File: config.mk
export PLATFORM = sky130hd
export DESIGN_NAME = tpram_fifo_ctrl
export DESIGN_NICKNAME = d
export VERILOG_FILES = /design/src/rtl/tpram_fifo_ctrl.sv
export SDC_FILE = /design/constraint.sdc
export NUM_CORES = 1
export LEC_CHECK = 0
export BUFFER_PORTS_ARGS = -buffer_cell sky130_fd_sc_hd__buf_4
export CAP_MARGIN = 25
export CORE_AREA = 2 2 461 463
export CTS_CLUSTER_DIAMETER = 120
export DETAILED_ROUTE_END_ITERATION = 10
export DIE_AREA = 0 0 463 465
export GPL_TIMING_DRIVEN = 0
export SYNTH_ARGS = -nofsm -noshare
export SYNTH_HDL_FRONTEND = slang
export SYNTH_SLANG_ARGS = --single-unit
export TNS_END_PERCENT = 10
File: constraint.sdc
create_clock -name clk_i -period 6 [get_ports clk_i]
set_input_delay 0.9 -clock clk_i [delete_from_list [all_inputs] [get_ports clk_i]]
set_output_delay 0.9 -clock clk_i [all_outputs]
set_load 0.01 [all_outputs]
File: src/rtl/tpram_fifo_ctrl.sv
// Purpose : 64x288 valid/ready FIFO built on one two-port SRAM with a 2-entry output prefetch stage.
// Latency : push in cycle 0 -> RAM read cycle 1 -> RAM data cycle 2 -> out_valid_o cycle 3; 1 word/cycle sustained.
// Backpres: in_ready_o drops only with 64 unread words in RAM; with out_ready_i low, reads stop after 2 prefetched words.
// Ports   : clk_i/rst_n_i (sync, active-low), flush_i; producer in_valid_i/in_ready_o/in_data_i;
//           consumer out_valid_o/out_ready_i/out_data_o; level_o = RAM + in-flight + prefetched entries;
//           RAM side ram_wceb_o/ram_waddr_o/ram_wdata_o, ram_rceb_o/ram_raddr_o, ram_rdata_i (1-cycle read latency).
module tpram_fifo_ctrl #(
  parameter int DW    = 288,
  parameter int AW    = 6,
  parameter int DEPTH = 64
) (
  input  logic          clk_i,
  input  logic          rst_n_i,
  input  logic          flush_i,
  input  logic          in_valid_i,
  output logic          in_ready_o,
  input  logic [DW-1:0] in_data_i,
  output logic          out_valid_o,
  input  logic          out_ready_i,
  output logic [DW-1:0] out_data_o,
  output logic [6:0]    level_o,
  output logic          ram_wceb_o,
  output logic [AW-1:0] ram_waddr_o,
  output logic [DW-1:0] ram_wdata_o,
  output logic          ram_rceb_o,
  output logic [AW-1:0] ram_raddr_o,
  input  logic [DW-1:0] ram_rdata_i
);

  localparam int CW = AW + 1;

  logic [AW-1:0] wptr_q, wptr_d;
  logic [AW-1:0] rptr_q, rptr_d;
  logic [CW-1:0] ram_cnt_q, ram_cnt_d;
  logic          rd_pend_q, rd_pend_d;
  logic [1:0]    ob_cnt_q, ob_cnt_d;
  logic [DW-1:0] ob0_q, ob0_d;
  logic [DW-1:0] ob1_q, ob1_d;
  logic          in_ready_q, in_ready_d;

  logic          in_fire;
  logic          out_fire;
  logic          issue;
  logic [2:0]    ob_after;
  logic [1:0]    widx;

  // Ready is registered, but a flush or reset cycle must not accept a word
  // that would be lost when the pointers clear at the same edge.
  assign in_ready_o  = in_ready_q & ~flush_i & rst_n_i;
  assign in_fire     = in_valid_i & in_ready_o;
  assign out_valid_o = (ob_cnt_q != 2'd0);
  assign out_fire    = out_valid_o & out_ready_i;
  assign out_data_o  = ob0_q;

  // Prefetch occupancy once this cycle's pop and the pending capture settle;
  // a new read is only allowed if its data will still have a slot.
  assign ob_after = {1'b0, ob_cnt_q} + {2'b00, rd_pend_q} - {2'b00, out_fire};
  assign issue    = rst_n_i & ~flush_i & (ram_cnt_q != '0) & (ob_after <= 3'd1);

  assign ram_wceb_o  = ~in_fire;
  assign ram_waddr_o = wptr_q;
  assign ram_wdata_o = in_data_i;
  assign ram_rceb_o  = ~issue;
  assign ram_raddr_o = rptr_q;

  assign level_o = ram_cnt_q + CW'(rd_pend_q) + CW'(ob_cnt_q);

  // Slot receiving captured data, counted after this cycle's pop shifted the buffer.
  assign widx = ob_cnt_q - {1'b0, out_fire};

  always_comb begin
    wptr_d     = wptr_q + AW'(in_fire);
    rptr_d     = rptr_q + AW'(issue);
    ram_cnt_d  = ram_cnt_q + CW'(in_fire) - CW'(issue);
    rd_pend_d  = issue;
    ob_cnt_d   = ob_after[1:0];
    ob0_d      = ob0_q;
    ob1_d      = ob1_q;
    if (out_fire) begin
      ob0_d = ob1_q;
    end
    if (rd_pend_q) begin
      if (widx == 2'd0) begin
        ob0_d = ram_rdata_i;
      end else begin
        ob1_d = ram_rdata_i;
      end
    end
    if (flush_i) begin
      // In-flight read data is dropped; RAM contents are left as they are.
      wptr_d    = '0;
      rptr_d    = '0;
      ram_cnt_d = '0;
      rd_pend_d = 1'b0;
      ob_cnt_d  = 2'd0;
    end
    in_ready_d = (ram_cnt_d < CW'(DEPTH));
  end

  always_ff @(posedge clk_i) begin
    if (!rst_n_i) begin
      wptr_q     <= '0;
      rptr_q     <= '0;
      ram_cnt_q  <= '0;
      rd_pend_q  <= 1'b0;
      ob_cnt_q   <= 2'd0;
      ob0_q      <= '0;
      ob1_q      <= '0;
      in_ready_q <= 1'b0;
    end else begin
      wptr_q     <= wptr_d;
      rptr_q     <= rptr_d;
      ram_cnt_q  <= ram_cnt_d;
      rd_pend_q  <= rd_pend_d;
      ob_cnt_q   <= ob_cnt_d;
      ob0_q      <= ob0_d;
      ob1_q      <= ob1_d;
      in_ready_q <= in_ready_d;
    end
  end

endmodule

==> impl_metrics.toml, run 1 <==
[timing]
slew_headroom_pct = 36.0
timing.final.ws_setup_ps = 1730
setup_viol = 0
fin_crit_sh_pct = 71.2
hold_viol = 0
fin_crit_ps = 4270
drv_slew = 0
rsz0062_at_grt = "false"
fin_skew_ps = 30.5
worstMarginPinSlew_ps = 951
setup_tns_ps = 0
max_freq_ghz = 0.234

[critical_path]
critPathCaptureType = "register"
path_class = "register to register"
start_kind = "register"
critPathRequiredTime_ps = 6550
cp.arrival_ps = 4830
cp_max_fo = 6

[global_route]
grt_max_degree = 12
grt_overflow = 0
grt_first_pass_wirelength_um = 199000
grtUsageTotal_pct = 12.9
grt_pass1_vias = 26720
antenna_found_initial = 44

[synthesis]
yosysUniqueCellTypes = 40
synth_top_family_by_area = "simple AND/OR/NAND/NOR gates"
ys_warn_count = 0
syn_area_mm2 = 0.0259
synth-simple-area-share_pct = 19.4
ys.flop_type = "dfxtp_1"
synth_adder_area_share_pct = 1.23
synth_nets = 3926
yosysSeqAreaShare_pct = 46.3
synth_compound_area_share_pct = 18.4
synth.avg_cell_area_um2 = 7.79
ys_ff_latch = 599
synth-edff-count = 0
yosys.area_share.xor_xnor_pct = 0.541
muxShareOfSynthArea_pct = 0.0387
synth_async_sr_flop_share_pct = 0
syn_inst = 3322

[drt]
drt_iter0_drc = 1912
dr_total_vias = 27907
ant_nets = 0
routed_wirelength_um = 146000
post_drt_wl_per_cell_um = 20.3
drt-vias-per-instance = 3.88
drc = 0
first_pass_iters = 5

[cts]
clk_path_buf_depth = 3
cts_sinks = 599
cts_tree = "built"
cts_resized = 0
h-tree-depth = 3
clkSlewWorstSetupHoldPaths_ps = 60
cts_setup_buffers = 0
postCtsHoldBufs = 0
clkLatencyLatePin_ps = 690
cts_root_buf = "clkbuf_16"
cts_made_buffers = 77

[floorplanning]
die_h_um = 465
design.core.area_mm2 = 0.211
die-area_mm2 = 0.215
io_pins = 1180
std_cell_rows = 169
die_w_um = 463
start_util_pct = 12.3

[place]
dp_hpwl_um = 120000
dp_slack_ps = 1180
gp_congestion = 1.01
portBuffers = 891

[hold_path]
min_path_type = "register to register"

[status]
status = "completed"

[flow_run]
maxCapViolCount = 0

[final_layout]
synthToLayoutAreaGrowth_pct = 49.3
final_net_count = 4900
drive_above_1_share_pct = 32.1

[power]
power_density_mw_per_mm2 = 343
p_leak_nw = 15.2
ir_drop_uv = 222
[logic make-up after synthesis]
logic type | Yosys count
flip-flops | 599
adder cells (fa/ha/maj) | 23
multiplexers | 1
buffers and inverters | 595
XOR/XNOR | 16
AND/OR/NAND/NOR | 1213
AO/OA/AOI/OAI | 875
[synthesized netlist by cell type, types with 2 or more instances]
master | n | area (µm²)
nand3_1 | 295 | 1480
fa_1 | 4 | 80.1
nand2_1 | 871 | 3270
nor4_1 | 4 | 25.0
ha_1 | 19 | 238
a21oi_1 | 2 | 10.0
nor3_1 | 2 | 10.0
buf_6 | 32 | 360
clkbuf_1 | 177 | 664
buf_2 | 57 | 285
xnor2_1 | 11 | 96.3
o21ai_1 | 65 | 325
buf_4 | 290 | 2180
o21ai_0 | 513 | 2570
and3_1 | 2 | 12.5
a31oi_1 | 288 | 1800
nor2_1 | 13 | 48.8
and2_1 | 9 | 56.3
or4_1 | 2 | 15.0
buf_1 | 20 | 75.1
inv_1 | 18 | 67.6
xor2_1 | 5 | 43.8
dfxtp_1 | 599 | 12000
nor2b_1 | 5 | 31.3
nand2b_1 | 4 | 25.0
[worst max-delay path: stages (launching register included)]
cell      delay [ps]
dfxtp_1          510
nand3b_4         150
nand2_1           80
ha_1             170
fa_1             450
nor4_1           840
ha_1             380
inv_1             50
ha_1             160
inv_1             60
fa_1             410
nor2b_1          200
o311ai_0         180
and3b_1          230
o31a_1           280
[report_power, final]
| part | total (W) | switching, W | internal, W | leakage (nW) |
|---|---|---|---|---|
| Clock | 0.00445 | 0.00190 | 0.00256 | 1.16 |
| Sequential | 0.00498 | 0.000405 | 0.00457 | 4.86 |
| Combinational | 0.00380 | 0.00225 | 0.00156 | 9.19 |
[sequential cells by signal, summed over array words and instances, names as in the netlist]
register     count
ob_cnt_q         2
ram_waddr_o      6
ob1_q          288
rd_pend_q        1
out_data_o     288
ram_cnt_q        7
ram_raddr_o      6
in_ready_q       1
[path summary, 6_finish.rpt]
kind	from	endpoint	slack [ps]	cells past startpoint
worst max-delay path	ob_cnt_q[1]$_SDFF_PP0_	in_ready_q$_SDFF_PN0_	1730	14
worst min-delay path	ob1_q[122]$_SDFFE_PN0P_	out_data_o[122]$_SDFF_PN0_	450	2
worst max register to register	ob_cnt_q[1]$_SDFF_PP0_	in_ready_q$_SDFF_PN0_	1730	14
worst min register to register	ob1_q[122]$_SDFFE_PN0P_	out_data_o[122]$_SDFF_PN0_	450	2
[placed cells by master, fill, tap and decap left out, types with 57 or more instances in the layout]
master	n
buf_4	1181
dfxtp_1	599
nand3_1	295
o21ai_1	65
nand2_1	871
buf_2	57
clkbuf_1	192
o21ai_0	513
a31oi_1	288
clkbuf_16	78
[layout make-up]
type,count,area [µm²]
clock inverter,22,215
timing repair buffer,895,6760
fill,23606,172000
buffer,577,3570
inverter,18,67.6
sequential,599,12000
multi-input combinational,2128,10300
tap,2821,3530
antenna,33,82.6
clock buffer,108,2150
[per-layer routing]
metal	wire, µm	vias to the layer above	track usage, %
met3	10700	270	3.31
li1	-	13033	-
met5	25	-	0
met4	9340	4	8.09
met2	69900	1344	21.9
met1	56500	13256	14.5
[stage by stage]
stage	power (W)	instance area, µm²	utilization, %	hold slack (ps)	cells
3_3_place_gp	0.00892	36100	17.1	444	7034
4_1_cts	0.0135	38600	18.3	355	7168
2_1_floorplan	0.00656	25900	-	437	3322
5_1_grt	0.0139	38600	18.3	408	7186
3_5_place_dp	0.00896	36200	17.2	449	7038
6_report	0.0132	38600	18.3	445	7201
Note: power is estimated with default switching activity, not from simulation.
==> run 2, diff against run 1 <==
--- a/config.mk
+++ b/config.mk
@@ -7,10 +7,10 @@
 export LEC_CHECK = 0
 export BUFFER_PORTS_ARGS = -buffer_cell sky130_fd_sc_hd__buf_4
 export CAP_MARGIN = 25
-export CORE_AREA = 2 2 461 463
+export CORE_AREA = 2 2 453 455
 export CTS_CLUSTER_DIAMETER = 120
 export DETAILED_ROUTE_END_ITERATION = 10
-export DIE_AREA = 0 0 463 465
+export DIE_AREA = 0 0 455 457
 export GPL_TIMING_DRIVEN = 0
 export SYNTH_ARGS = -nofsm -noshare
 export SYNTH_HDL_FRONTEND = slang
==> constraint.sdc (replaced) <==
create_clock -name clk_i -period 4 [get_ports clk_i]
set_input_delay 0.6 -clock clk_i [delete_from_list [all_inputs] [get_ports clk_i]]
set_output_delay 0.6 -clock clk_i [all_outputs]
set_load 0.01 [all_outputs]
==> impl_metrics.toml, run 2 (synthesis gave the netlist of run 1 again) <==
[status]
status = "completed"

[hold_path]
min_path_type = "primary input to register"

[final_layout]
synthToLayoutAreaGrowth_pct = 49.6
drive_above_1_share_pct = 32.3
final_common_cell = "buf_4"
nFillCells = 22774
final_net_count = 4899
layout_common_cells = "buf_4 (1182), nand2_1 (871), dfxtp_1 (599)"

[power]
p_leak_nw = 15.3
power_density_mw_per_mm2 = 527
ir_drop_uv = 303

[global_route]
grt_overflow = 0
grt_pass1_vias = 26082
antenna_found_initial = 43
grt_first_pass_wirelength_um = 199000
grtUsageTotal_pct = 13.5
grt_max_degree = 14

[timing]
setup_tns_ps = 0
max_freq_ghz = 0.264
setup_viol = 0
timing.final.ws_setup_ps = 215
slew_headroom_pct = 33.6
fin_skew_ps = 56.3
rsz0062_at_grt = "false"
drv_slew = 0
fin_crit_sh_pct = 94.6
hold_viol = 0
worstMarginPinSlew_ps = 995
fin_crit_ps = 3790
hold-worst-slack_ps = 141

[critical_path]
r2r_setup_slack_ps = 210
cp.arrival_ps = 4380
slowest_delay_ps = 410
path_cells = "nand3b_4, nand2_1, ha_1, fa_1, xnor2_1, nor4_4, ha_1, inv_1, ha_1, inv_1, fa_1, nor2b_1, o311ai_0, and3b_1, o31a_1"
cp_max_fo = 5
start_kind = "register"
critPathRequiredTime_ps = 4590
crit_top_cell = "ha_1"
path_class = "register to register"
critPathCaptureType = "register"
worst_path_max_delay_cell = "fa_1"

[drt]
ant_nets = 0
drt_iter0_drc = 2593
dr_total_vias = 27937
post_drt_wl_per_cell_um = 20.8
first_pass_iters = 7
drt-vias-per-instance = 3.96
routed_wirelength_um = 147000
drc = 0

[floorplanning]
std_cell_rows = 166
die_w_um = 455
die_h_um = 457
design.core.area_mm2 = 0.203
io_pins = 1180
die-area_mm2 = 0.208
start_util_pct = 12.7

[place]
gp_congestion = 1.07
dp_slack_ps = -620
dp_hpwl_um = 120000
portBuffers = 891

[flow_run]
maxCapViolCount = 0

[cts]
clkLatencyLatePin_ps = 710
clk_path_buf_depth = 3
postCtsHoldBufs = 0
h-tree-depth = 3
cts_root_buf = "clkbuf_16"
cts_tree = "built"
cts_sinks = 599
clkSlewWorstSetupHoldPaths_ps = 60
cts_made_buffers = 72
run 2: changes by cell type in the layout (fill, tap and decap cells not counted), moves of 3 or more:
cell,change
diode_2,-10
clkinv_4,-3
bufinv_16,+7
clkbuf_8,+8
inv_16,+4
clkbuf_1,-6
clkbuf_2,-5
clkbuf_16,-6
run 2: layout make-up:
cell class / instances / area [µm²] / share of cell area (%)
Antenna cell: 23 / 57.6 / 0.149
Buffer: 577 / 3570 / 9.21
Clock buffer: 99 / 2070 / 5.35
Clock inverter: 29 / 514 / 1.33
Inverter: 18 / 67.6 / 0.174
Multi-Input combinational cell: 2128 / 10300 / 26.5
Sequential cell: 599 / 12000 / 31.0
Tap cell: 2688 / 3360 / 8.68
Timing Repair Buffer: 899 / 6830 / 17.6
run 2: per-layer routing:
metal | track usage, % | vias up | wire length [µm]
li1 | - | 13013 | -
met1 | 15.7 | 13377 | 57600
met2 | 22.2 | 1308 | 69000
met3 | 3.85 | 225 | 12000
met4 | 7.11 | 14 | 8080
met5 | 0 | - | 103
run 2: final timing paths:
path | startpoint | endpoint | depth (start not counted)
worst max-delay path | ob_cnt_q[0]$_SDFF_PP0_ | in_ready_q$_SDFF_PN0_ | 15
worst min-delay path | ram_rdata_i[238] | ob1_q[238]$_SDFFE_PN0P_ | 3
worst max register to register | ob_cnt_q[0]$_SDFF_PP0_ | in_ready_q$_SDFF_PN0_ | 15
worst min register to register | ob1_q[213]$_SDFFE_PN0P_ | ob1_q[213]$_SDFFE_PN0P_ | 2
run 2: stage by stage:
stage | cells | utilization [%] | total power (W) | instance area (µm²)
2_1_floorplan | 3322 | - | 0.00985 | 25900
3_3_place_gp | 6901 | 17.7 | 0.0133 | 35900
3_5_place_dp | 6908 | 17.7 | 0.0134 | 36100
4_1_cts | 7036 | 19.0 | 0.0207 | 38700
5_1_grt | 7053 | 19.0 | 0.0214 | 38700
6_report | 7060 | 19.1 | 0.0204 | 38700
run 2: timing repair:
item,CTS,global route
setup buffers,0,1
gates cloned,0,0
pin swaps,0,1
endpoints found under the setup margin,3,2
gates resized for setup,2,0
run 2: worst max-delay path: cells and delay by family (launching register included):
family | cells | cell delay [ps]
adder cells (fa/ha/maj) | 5 | 1450
AND/OR/NAND/NOR | 5 | 1050
AO/OA/AOI/OAI | 2 | 460
flip-flops | 1 | 370
XOR/XNOR | 1 | 190
buffers and inverters | 2 | 120
run 2: power by group:
group	switching, W	leakage [nW]	internal [W]
clock network	0.00300	1.27	0.00423
logic	0.00337	9.21	0.00236
registers	0.000608	4.86	0.00686
==> run 3, diff against run 2 <==
--- a/config.mk
+++ b/config.mk
@@ -11,7 +11,9 @@
 export CTS_CLUSTER_DIAMETER = 120
 export DETAILED_ROUTE_END_ITERATION = 10
 export DIE_AREA = 0 0 455 457
+export GPL_ROUTABILITY_DRIVEN = 0
 export GPL_TIMING_DRIVEN = 0
+export RECOVER_POWER = 50
 export SYNTH_ARGS = -nofsm -noshare
 export SYNTH_HDL_FRONTEND = slang
 export SYNTH_SLANG_ARGS = --single-unit
==> impl_metrics.toml, run 3 (synthesis gave the netlist of run 1 again) <==
[power]
ir_drop_uv = 282
power_density_mw_per_mm2 = 525
p_leak_nw = 12.9
total_power_w = 0.0191

[final_layout]
drive_above_1_share_pct = 18.5
nFillCells = 23343
synthToLayoutAreaGrowth_pct = 40.2
final_net_count = 4899
regArea_mm2 = 0.0120
layout_common_cells = "nand2_1 (871), clkbuf_1 (779), dfxtp_1 (598)"
final_common_cell = "nand2_1"
multi_input_area_mm2 = 0.0103

[global_route]
grt.met2_usage_pct = 22.0
grtUsageTotal_pct = 13.3
grt_max_degree = 14
grt_pass1_vias = 26457
top_usage_layer = "met2"
grt_first_pass_wirelength_um = 197000
use_met1_pct = 14.9
antenna_found_initial = 51
grt_util_met3_pct = 4.26
grt_overflow = 0

[timing]
hold-worst-slack_ps = 158
fin_crit_sh_pct = 91.0
fin_skew_ps = 42.0
worstMarginPinSlew_ps = 1180
rsz0062_at_grt = "false"
setup_viol = 0
setup_tns_ps = 0
hold_viol = 0
drv_slew = 0
slew_headroom_pct = 21.4
max_freq_ghz = 0.275
fin_crit_ps = 3640

[critical_path]
critPathRequiredTime_ps = 4570
path_class = "register to register"
cp.arrival_ps = 4220
critPathCaptureType = "register"
cp_max_fo = 5
start_kind = "register"

[drt]
post_drt_wl_per_cell_um = 20.7
routed_wirelength_um = 146000
dr_total_vias = 28117
ant_nets = 0
drc = 0
drt-vias-per-instance = 3.98
first_pass_iters = 5
drt_iter0_drc = 2627

[place]
portBuffers = 891
dp_hpwl_um = 120000

[cts]
clkSlewWorstSetupHoldPaths_ps = 60
clkLatencyLatePin_ps = 690
cts_made_buffers = 72
cts_sinks = 599
postCtsHoldBufs = 0
cts_root_buf = "clkbuf_16"
h-tree-depth = 3
cts_tree = "built"
clk_path_buf_depth = 3

[status]
status = "completed"

[floorplanning]
start_util_pct = 12.7
die-area_mm2 = 0.208
die_h_um = 457
design.core.area_mm2 = 0.203
die_w_um = 455
std_cell_rows = 166
io_pins = 1180

[flow_run]
maxCapViolCount = 0

[hold_path]
min_path_type = "primary input to register"
run 3: worst paths after layout:
kind | start | end | cells past startpoint | slack [ps]
setup / recovery | ob_cnt_q[0]$_SDFF_PP0_ | in_ready_q$_SDFF_PN0_ | 15 | 360
hold / removal | ram_rdata_i[240] | ob1_q[240]$_SDFFE_PN0P_ | 3 | 160
setup reg to reg | ob_cnt_q[0]$_SDFF_PP0_ | in_ready_q$_SDFF_PN0_ | 15 | 360
hold reg to reg | ob1_q[139]$_SDFFE_PN0P_ | ob1_q[139]$_SDFFE_PN0P_ | 2 | 460
run 3: timing repair:
action	in CTS	in global routing
cloned	0	0
setup endpoints to repair	2	2
pin swaps	0	1
hold endpoints to repair	0	0
buffers inserted	0	1
resized for setup	1	2
run 3: power breakdown:
| group | internal, W | switching [W] |
|---|---|---|
| combinational | 0.00158 | 0.00338 |
| sequential | 0.00686 | 0.000589 |
| clock | 0.00373 | 0.00291 |
| total | 0.0122 | 0.00689 |
run 3: critical path, stage by stage (launching register included):
cell	delay, ps
dfxtp_1	360
nand3b_4	180
nand2_1	60
ha_1	200
fa_1	410
xnor2_1	190
nor4_4	310
ha_1	280
inv_1	60
ha_1	160
inv_1	60
fa_1	400
nor2b_1	200
o311ai_0	180
and3b_1	230
o31a_1	260
run 3: per-layer routing:
| metal | routed length (µm) | vias to the layer above |
|---|---|---|
| li1 | - | 13002 |
| met1 | 55400 | 13446 |
| met2 | 69100 | 1394 |
| met3 | 13500 | 253 |
| met4 | 7720 | 22 |
| met5 | 326 | - |
run 3: through the flow:
step,instance area [µm²],std cells,setup slack (ps),utilization (%)
floorplan,25900,3322,338,-
global placement,35900,6901,-419,17.7
detailed placement,36100,6908,-450,17.7
CTS,38400,7028,75.9,18.9
global route,36300,7050,75.0,17.8
finish,36300,7057,358,17.8
run 3: cell type report:
| type | count | area share [%] |
|---|---|---|
| clock inverters | 30 | 1.16 |
| flip-flops and latches | 599 | 33.0 |
| multi-input cells | 2128 | 28.3 |
| well taps | 2688 | 9.27 |
| clock buffers | 90 | 5.29 |
| diodes | 28 | 0.193 |
| plain buffers | 577 | 9.83 |
| repair buffers | 899 | 12.7 |
| inverters | 18 | 0.186 |
